## src/rtl/scalar_wb_arbiter_pkg.sv

```systemverilog
// rtl/scalar_wb_arbiter_pkg.sv - shared constants for the scalar register file write port
package scalar_wb_arbiter_pkg;

    localparam int DATA_W   = 16;
    localparam int ADDR_W   = 3;
    localparam int NUM_REGS = 8;
    localparam int NUM_REQ  = 3;

    localparam int REQ_ALU  = 0;
    localparam int REQ_LD   = 1;
    localparam int REQ_VMOV = 2;

endpackage

```

## src/rtl/scalar_wb_arbiter_rr.sv

```systemverilog
// rtl/scalar_wb_arbiter_rr.sv - round-robin arbiter, one-hot grant, pointer kept internally
module rr_arbiter #(
    parameter int NUM_REQ = 3
) (
    input  logic               clk,
    input  logic               rst_n,
    input  logic [NUM_REQ-1:0] req,
    output logic [NUM_REQ-1:0] grant
);

    localparam int PW = (NUM_REQ > 1) ? $clog2(NUM_REQ) : 1;

    logic [PW-1:0] ptr;
    logic [PW-1:0] ptr_next;
    logic [PW:0]   idx;
    logic          found;

    // Walk from the pointer upward with wrap; the first requester seen wins.
    always_comb begin
        grant    = '0;
        ptr_next = ptr;
        found    = 1'b0;
        idx      = '0;
        for (int k = 0; k < NUM_REQ; k++) begin
            idx = {1'b0, ptr} + (PW+1)'(k);
            if (idx >= (PW+1)'(NUM_REQ)) begin
                idx = idx - (PW+1)'(NUM_REQ);
            end
            if (!found && req[idx[PW-1:0]]) begin
                found               = 1'b1;
                grant[idx[PW-1:0]]  = 1'b1;
                ptr_next            = (idx[PW-1:0] == PW'(NUM_REQ - 1)) ? '0 : idx[PW-1:0] + PW'(1);
            end
        end
    end

    always_ff @(posedge clk or negedge rst_n) begin
        if (!rst_n) begin
            ptr <= '0;
        end else begin
            ptr <= ptr_next;
        end
    end

endmodule

```

## src/rtl/scalar_wb_arbiter.sv

```systemverilog
// rtl/scalar_wb_arbiter.sv - scalar register file write-port arbiter with busy scoreboard
module scalar_wb_arbiter #(
    parameter int NUM_REQ  = scalar_wb_arbiter_pkg::NUM_REQ,
    parameter int DATA_W   = scalar_wb_arbiter_pkg::DATA_W,
    parameter int ADDR_W   = scalar_wb_arbiter_pkg::ADDR_W,
    parameter int NUM_REGS = scalar_wb_arbiter_pkg::NUM_REGS
) (
    input  logic                      clk,
    input  logic                      rst_n,
    input  logic [NUM_REQ-1:0]        req_valid,
    input  logic [NUM_REQ*ADDR_W-1:0] req_dst,
    input  logic [NUM_REQ*DATA_W-1:0] req_data,
    output logic [NUM_REQ-1:0]        req_ready,
    output logic                      wr_en,
    output logic [ADDR_W-1:0]         wr_dst,
    output logic [DATA_W-1:0]         wr_data,
    input  logic                      issue_valid,
    input  logic [ADDR_W-1:0]         issue_dst,
    output logic                      issue_stall,
    input  logic                      rd_en_1,
    input  logic                      rd_en_2,
    input  logic [ADDR_W-1:0]         rd_addr_1,
    input  logic [ADDR_W-1:0]         rd_addr_2,
    output logic                      raw_hazard,
    output logic [NUM_REGS-1:0]       busy_vec,
    output logic                      protocol_err
);

    import scalar_wb_arbiter_pkg::*;

    logic [NUM_REQ-1:0]  grant;
    logic                any_grant;
    logic [ADDR_W-1:0]   sel_dst;
    logic [DATA_W-1:0]   sel_data;
    logic                issue_accept;
    logic [NUM_REGS-1:0] busy_next;

    rr_arbiter #(.NUM_REQ(NUM_REQ)) u_arb (
        .clk   (clk),
        .rst_n (rst_n),
        .req   (req_valid),
        .grant (grant)
    );

    assign req_ready = grant;
    assign any_grant = |grant;

    always_comb begin
        sel_dst  = '0;
        sel_data = '0;
        for (int i = 0; i < NUM_REQ; i++) begin
            if (grant[i]) begin
                sel_dst  = req_dst[i*ADDR_W +: ADDR_W];
                sel_data = req_data[i*DATA_W +: DATA_W];
            end
        end
    end

    // A write retiring this cycle does not free its register until the next cycle.
    assign issue_stall  = issue_valid && busy_vec[issue_dst];
    assign issue_accept = issue_valid && !busy_vec[issue_dst];
    assign raw_hazard   = (rd_en_1 && busy_vec[rd_addr_1]) || (rd_en_2 && busy_vec[rd_addr_2]);

    // Set applied after clear: a fresh issue to the same register keeps it busy.
    always_comb begin
        busy_next = busy_vec;
        if (wr_en) begin
            busy_next[wr_dst] = 1'b0;
        end
        if (issue_accept) begin
            busy_next[issue_dst] = 1'b1;
        end
    end

    always_ff @(posedge clk or negedge rst_n) begin
        if (!rst_n) begin
            wr_en        <= 1'b0;
            wr_dst       <= '0;
            wr_data      <= '0;
            busy_vec     <= '0;
            protocol_err <= 1'b0;
        end else begin
            wr_en    <= any_grant;
            busy_vec <= busy_next;
            if (any_grant) begin
                wr_dst  <= sel_dst;
                wr_data <= sel_data;
                if (!busy_vec[sel_dst]) begin
                    protocol_err <= 1'b1;
                end
            end
        end
    end

endmodule

```

## config.mk

```make
export PLATFORM = sky130hd
export DESIGN_NAME = scalar_wb_arbiter
export DESIGN_NICKNAME = d
export VERILOG_FILES = /design/src/rtl/scalar_wb_arbiter_pkg.sv /design/src/rtl/scalar_wb_arbiter_rr.sv /design/src/rtl/scalar_wb_arbiter.sv
export SDC_FILE = /design/constraint.sdc
export NUM_CORES = 1
export LEC_CHECK = 0
export CAP_MARGIN = 20
export CORE_UTILIZATION = 45
export DETAILED_ROUTE_END_ITERATION = 6
export PLACE_DENSITY = 0.94
export SETUP_SLACK_MARGIN = 0.5
export SYNTH_ARGS = -nofsm -noshare
export SYNTH_HDL_FRONTEND = slang
export SYNTH_SLANG_ARGS = --single-unit
export TNS_END_PERCENT = 10
```

## constraint.sdc

```tcl
create_clock -name clk -period 4.5 [get_ports clk]
set_input_delay 0.675 -clock clk [delete_from_list [all_inputs] [get_ports clk]]
set_output_delay 0.675 -clock clk [all_outputs]
set_load 0.01 [all_outputs]
```

# Word-level counts from Yosys, hierarchy flattened
# Index checks and enable logic that the tools add are counted.
# Widths: inputs -> output; s select.
# word_totals
out_inout_bits	34
word_cells	103
in_bits	74
register_bits	31
# op_classes
n_eq_ne	3
magnitude_cmp	16
n_mux	46
add_sub_neg	8
reduce_logical	18
n_bitwise	6
# op_table
op	count
$mux 16	3
$lt 3x4->1 const B	5
$mux 2	9
$mux 3	6
$mux 8	2
$mux 1	14
$bmux 1 s3	4
$logic_and 1x1->1	11
$lt 2x3->1 const B	3
$and 8x8->8	1
$not 8->8	1
$or 8x8->8	1
$add 2x1->2 const B	3
$bmux 1 s2	3
$demux 1 s2	3
$demux 1 s3	2
$eq 2x2->1 const B	3
$ge 2x1->1 const B	3
$ge 3x1->1 const B	2
$ge 3x2->1 const B	2
$or 3x3->3	2
$sub 2x2->2 const B	3
$add 2x1->3 const B	1
$add 2x2->3 const B	1
other kinds (7)	9

# Depth between registers and ports, before layout
# depth
ltp_word	18
mapped_depth	13
mapped_depth_nobuf	11

# Cells and area by module
# A second synthesis with hierarchy kept.
# hier_totals
hier_cells	214
hier_area_um2	2077.0
# by_module_without_submodules
mod	n_inst	seq_area_each_um2	area_each_um2	cells_per_inst
scalar_wb_arbiter	1	725.7	1686.6	169
rr_arbiter	1	50.0	390.4	45

# Worst setup path before layout
# No wires, ideal clock.
# synth_timing
path_type	reg-to-output
start	register u_arb.ptr[1]
end	output port req_ready[2]
n_path_buf	3
path_stages_with_launch	10
slack_ps	1775
arrival_ps	2050
path_cell_list	dfrtp_1 > inv_1 > ha_1 > buf_6 > nand2b_4 > mux2_2 > a21oi_1 > nor2_1 > clkbuf_1 > clkbuf_1
# synth_between
elab_chain_cells	11
elab_cells_between_ends	43
cone_classes	add/sub (5); order compare (9); mux (20); bitwise (2); reduce/logical (7)
# synth_rtl
element	line	source
start, declared	scalar_wb_arbiter_rr.sv:13	logic [PW-1:0] ptr;
start signal, assigned	scalar_wb_arbiter_rr.sv:41	ptr <= ptr_next;
$add 2x1->3, or another cell as far along	scalar_wb_arbiter_rr.sv:25	idx = {1'b0, ptr} + (PW+1)'(k);
$ge 3x2->1, or another cell as far along	scalar_wb_arbiter_rr.sv:26	if (idx >= (PW+1)'(NUM_REQ)) begin
$mux 2, or another cell as far along	scalar_wb_arbiter_rr.sv:26	
$lt 2x3->1 (not written as such), or another cell as far along	scalar_wb_arbiter_rr.sv:31	grant[idx[PW-1:0]] = 1'b1;
$logic_and 1x1->1 (not written as such), or another cell as far along	scalar_wb_arbiter_rr.sv:31	
$mux 1 (not written as such), or another cell as far along	scalar_wb_arbiter_rr.sv:31	
$demux 1 s2, or another cell as far along	-	
$or 3x3->3 (no source line) / $mux 1 (equally long branches)	-	
$mux 3 / $logic_not 1->1 (equally long branches)	scalar_wb_arbiter_rr.sv:29	if (!found && req[idx[PW-1:0]]) begin
$or 3x3->3 (no source line) / $logic_and 1x1->1 (equally long branches)	-	
$mux 3 *	scalar_wb_arbiter_rr.sv:29	
end, declared	scalar_wb_arbiter.sv:13	output logic [NUM_REQ-1:0] req_ready,
# Every way passes the cells marked *; elsewhere a longest branch is shown, timed or not. The select of a mux whose other input is x is not followed.

# Worst setup path after layout
# layout_timing
start	register u_arb.ptr[1]
end	output port req_ready[0]
# Same word-level chain as after synthesis.

==> results.md <==
* Hold path depth at 2
* Setup ws final at 0.808 ns
* DRC at 0
* Number of nets in the layout at 456
* Fill count at 387
* Synthesized instance count at 276
* Crit path launch type: flip-flop
* Post-route clock period utilization at 82.0%
* Async SR Flop Fraction at 100%
* Sink Count at 31
* Top cells by area, synth: dfrtp_1, nand2_1, a21oi_1
* Fmax at 0.271 GHz
* RSZ-0062 raised after global routing: no
* TNS Setup at 0 ns
* Design Power at roughly 2.8 mW
* Slew Viols, Final at 0
* Hold path startpoint: protocol_err$_DFFE_PN0P_
* First-pass GRT wire length at 11200 um
* Req. time, crit path at 3.83 ns
* Worst-skew pair later-pin latency at between 0.2 and 0.3 ns
* Via-per-instance ratio at 5.60
* Final hold vios at 0
* Worst flop-to-flop path startpoint: u_arb.ptr[1]$_DFFE_PN0P_
* DIE AREA at 5380 um^2
* Multi-input logic area at 1390 um^2
* Detailed Routing Iterations Pass 1 at 4
* Synth cell types at 50
* RePlAce Congestion at 0.818
* Final WL at 6830 um
* Starting Density at 47.6%
* Die X at approximately 73 um
* Initial antenna violation count at 0
* Static Leak at 1.41 nW
* Main synth FF type: dfrtp_1
* Overall Global Routing Usage at 27.3%
* Share of layout cells above drive strength 1 at about 8.4%
* Worst path slowest cell: clkdlybuf4s50_1
* Drt first-iter violations at around 160
* Total grt overflow at 0
* Clk root buf: clkbuf_8
* Mapped cell area at 2290 um^2
* Worst Clk Skew at 0.00450 ns
* Max-Cap Viols at 0
* Commonest cells post-synth: nand2_1, a21oi_1, dfrtp_1
* Crit path largest cell delay at ~0.6 ns
* Worst ir drop on vdd at around 0.00040 V
* Post-CTS Setup Inserts at 0
* Most frequent cell after synthesis: nand2_1
* Met1 Routed Length at 2740 um
* Hold crit path type: flip-flop to flip-flop
* Core area at 4820 um^2
* Routed WL per cell at 15.3 um
* Cts hold-fix bufs at 0
* Signal arrival time at the worst endpoint at between 3 and 4 ns
* Ports at 108
* Seq/Total Area, Yosys at 33.8%
* Dpl hpwl at 5100 um
* Critical path class: flip-flop to output port
* Pwr/cell area at 787 nW/um^2
* Critical-path cell list: inv_1 -> ha_1 -> mux2i_4 -> o221ai_1 -> a311oi_1 -> or2_1 -> clkdlybuf4s50_1
* Post-CTS sizing at 0
* PortBufs at 107
* Synth warn at 0
* Largest net degree at the start of global routing at 39
* Synth-to-layout area growth at 52.5%
* Antenna diodes at 0
* Met3 wire len at 641 um
* Status: finished, final reports clean
* Kind of end point of the critical path: output port
* Top Metal Used: met4
* Critical path fanouts, max at 9
* Num rows at 25
* Final Core Density at 72.6%
* CP Depth at 7
* Crit path buf inv count at 2
* Post-synth EDFFs at 0
* CTS Buf Count at 5
* Routed via count at 2497
* Clock transition at path regs at 0.07 ns
* Register Area at around 780 um^2
* Die H at roughly 73 um
* Endpoints failing setup at 0
* Top delay family on crit path: buffers and inverters
* Area leader, netlist: dfrtp_1
* Max Buffers Root-to-Sink at 2
* Pre-CTS WS at 0.928 ns
* Seq cells post-synth at 31
* Worst slew pin tran at 0.520 ns
* CTS H-tree depth at 2
* Origin of the worst setup path: u_arb.ptr[1]$_DFFE_PN0P_
* Syn Nets at 354
* Met2 WL at around 3300 um
* Top cell type's share of synthesized area at 33.8%
* FF-to-FF path depth at 11
* Vias in the first global route at 2556
* Syn avg cell area at approximately 8.3 um^2
* Antenna Violating Nets Remaining at 0
* Slew HR at 65.3%
* Tmin final at 3.69 ns
* CTS tree: done
-- sequential cells by signal (all words and copies together) (netlist names) --
name / count
u_arb.ptr: 2
wr_data: 16
busy_vec: 8
wr_dst: 3
wr_en: 1
protocol_err: 1
-- layout make-up --
cell class | count | area share (%)
Clock buffer | 7 | 2.76
Tap cell | 67 | 2.40
Inverter | 10 | 1.07
Multi-Input combinational cell | 219 | 39.9
Clock inverter | 1 | 0.215
Sequential cell | 31 | 22.2
Timing Repair Buffer | 111 | 31.5
-- per-layer routing --
layer | up-vias | track usage [%]
li1 | 1197 | -
met1 | 1165 | 32.0
met2 | 117 | 45.8
met3 | 18 | 9.19
met4 | 0 | 11.3
met5 | - | 0
-- report_power, final --
part | internal [mW] | switching, mW
registers | 0.432 | 0.146
logic | 0.891 | 1.03
clock network | 0.139 | 0.110
-- path summary, 6_finish.rpt --
path                                            end  slack (ns)
max                                    req_ready[0]        0.81
min                        protocol_err$_DFFE_PN0P_        0.49
max reg2reg                protocol_err$_DFFE_PN0P_        1.24
min reg2reg                protocol_err$_DFFE_PN0P_        0.49
max in group asynchronous    wr_data[9]$_DFFE_PN0P_        3.41
min in group asynchronous   wr_data[15]$_DFFE_PN0P_        0.78
-- cell families after synthesis --
group,share of synthesized area [%]
compound gates,26.0
fa+ha+maj,2.18
flops,33.8
buf+inv,5.57
simple gates,20.9
mux,11.6
-- metrics by stage --
stage	hold slack [ns]	cells	area (um^2)
CTS	0.495	446	3500
finish	0.486	446	3500
detailed placement	0.472	438	3390
global route	0.506	446	3500
global placement	0.467	438	3390
floorplan	0.379	276	2290
-- placed cells by master, fill, tap and decap left out, types with 2 or more instances in the layout --
cell type | netlist | layout
clkdlybuf4s50_1 | 0 | 107
nand2_1 | 61 | 61
a21oi_1 | 39 | 39
dfrtp_1 | 31 | 31
o21ai_0 | 16 | 16
nor2_1 | 13 | 11
inv_1 | 9 | 9
nor2b_1 | 9 | 9
a22o_1 | 8 | 8
clkbuf_8 | 0 | 7
mux2i_1 | 6 | 6
mux4_2 | 6 | 6
nand3_1 | 5 | 5
o21ai_1 | 5 | 5
ha_1 | 4 | 4
buf_4 | 0 | 4
o211ai_1 | 3 | 3
mux2_2 | 3 | 3
or2_1 | 3 | 3
nor3_1 | 3 | 3
nor3b_1 | 2 | 2
a311oi_1 | 2 | 2
nand2b_1 | 2 | 2
o21a_1 | 2 | 2
nor2_2 | 0 | 2
a32o_1 | 2 | 2
a211oi_1 | 2 | 2
-- worst register-to-register path, stage by stage, from the launching register on --
cell and delay (ns):
dfrtp_1 0.40, inv_1 0.13, ha_1 0.41, nand2b_4 0.25, mux2_2 0.33, a21oi_1 0.36
nor2_2 0.10, buf_4 0.27, a311oi_2 0.32, or2_1 0.20, mux2i_1 0.28, o211ai_2 0.10
Power figures use the tool's default switching activity.
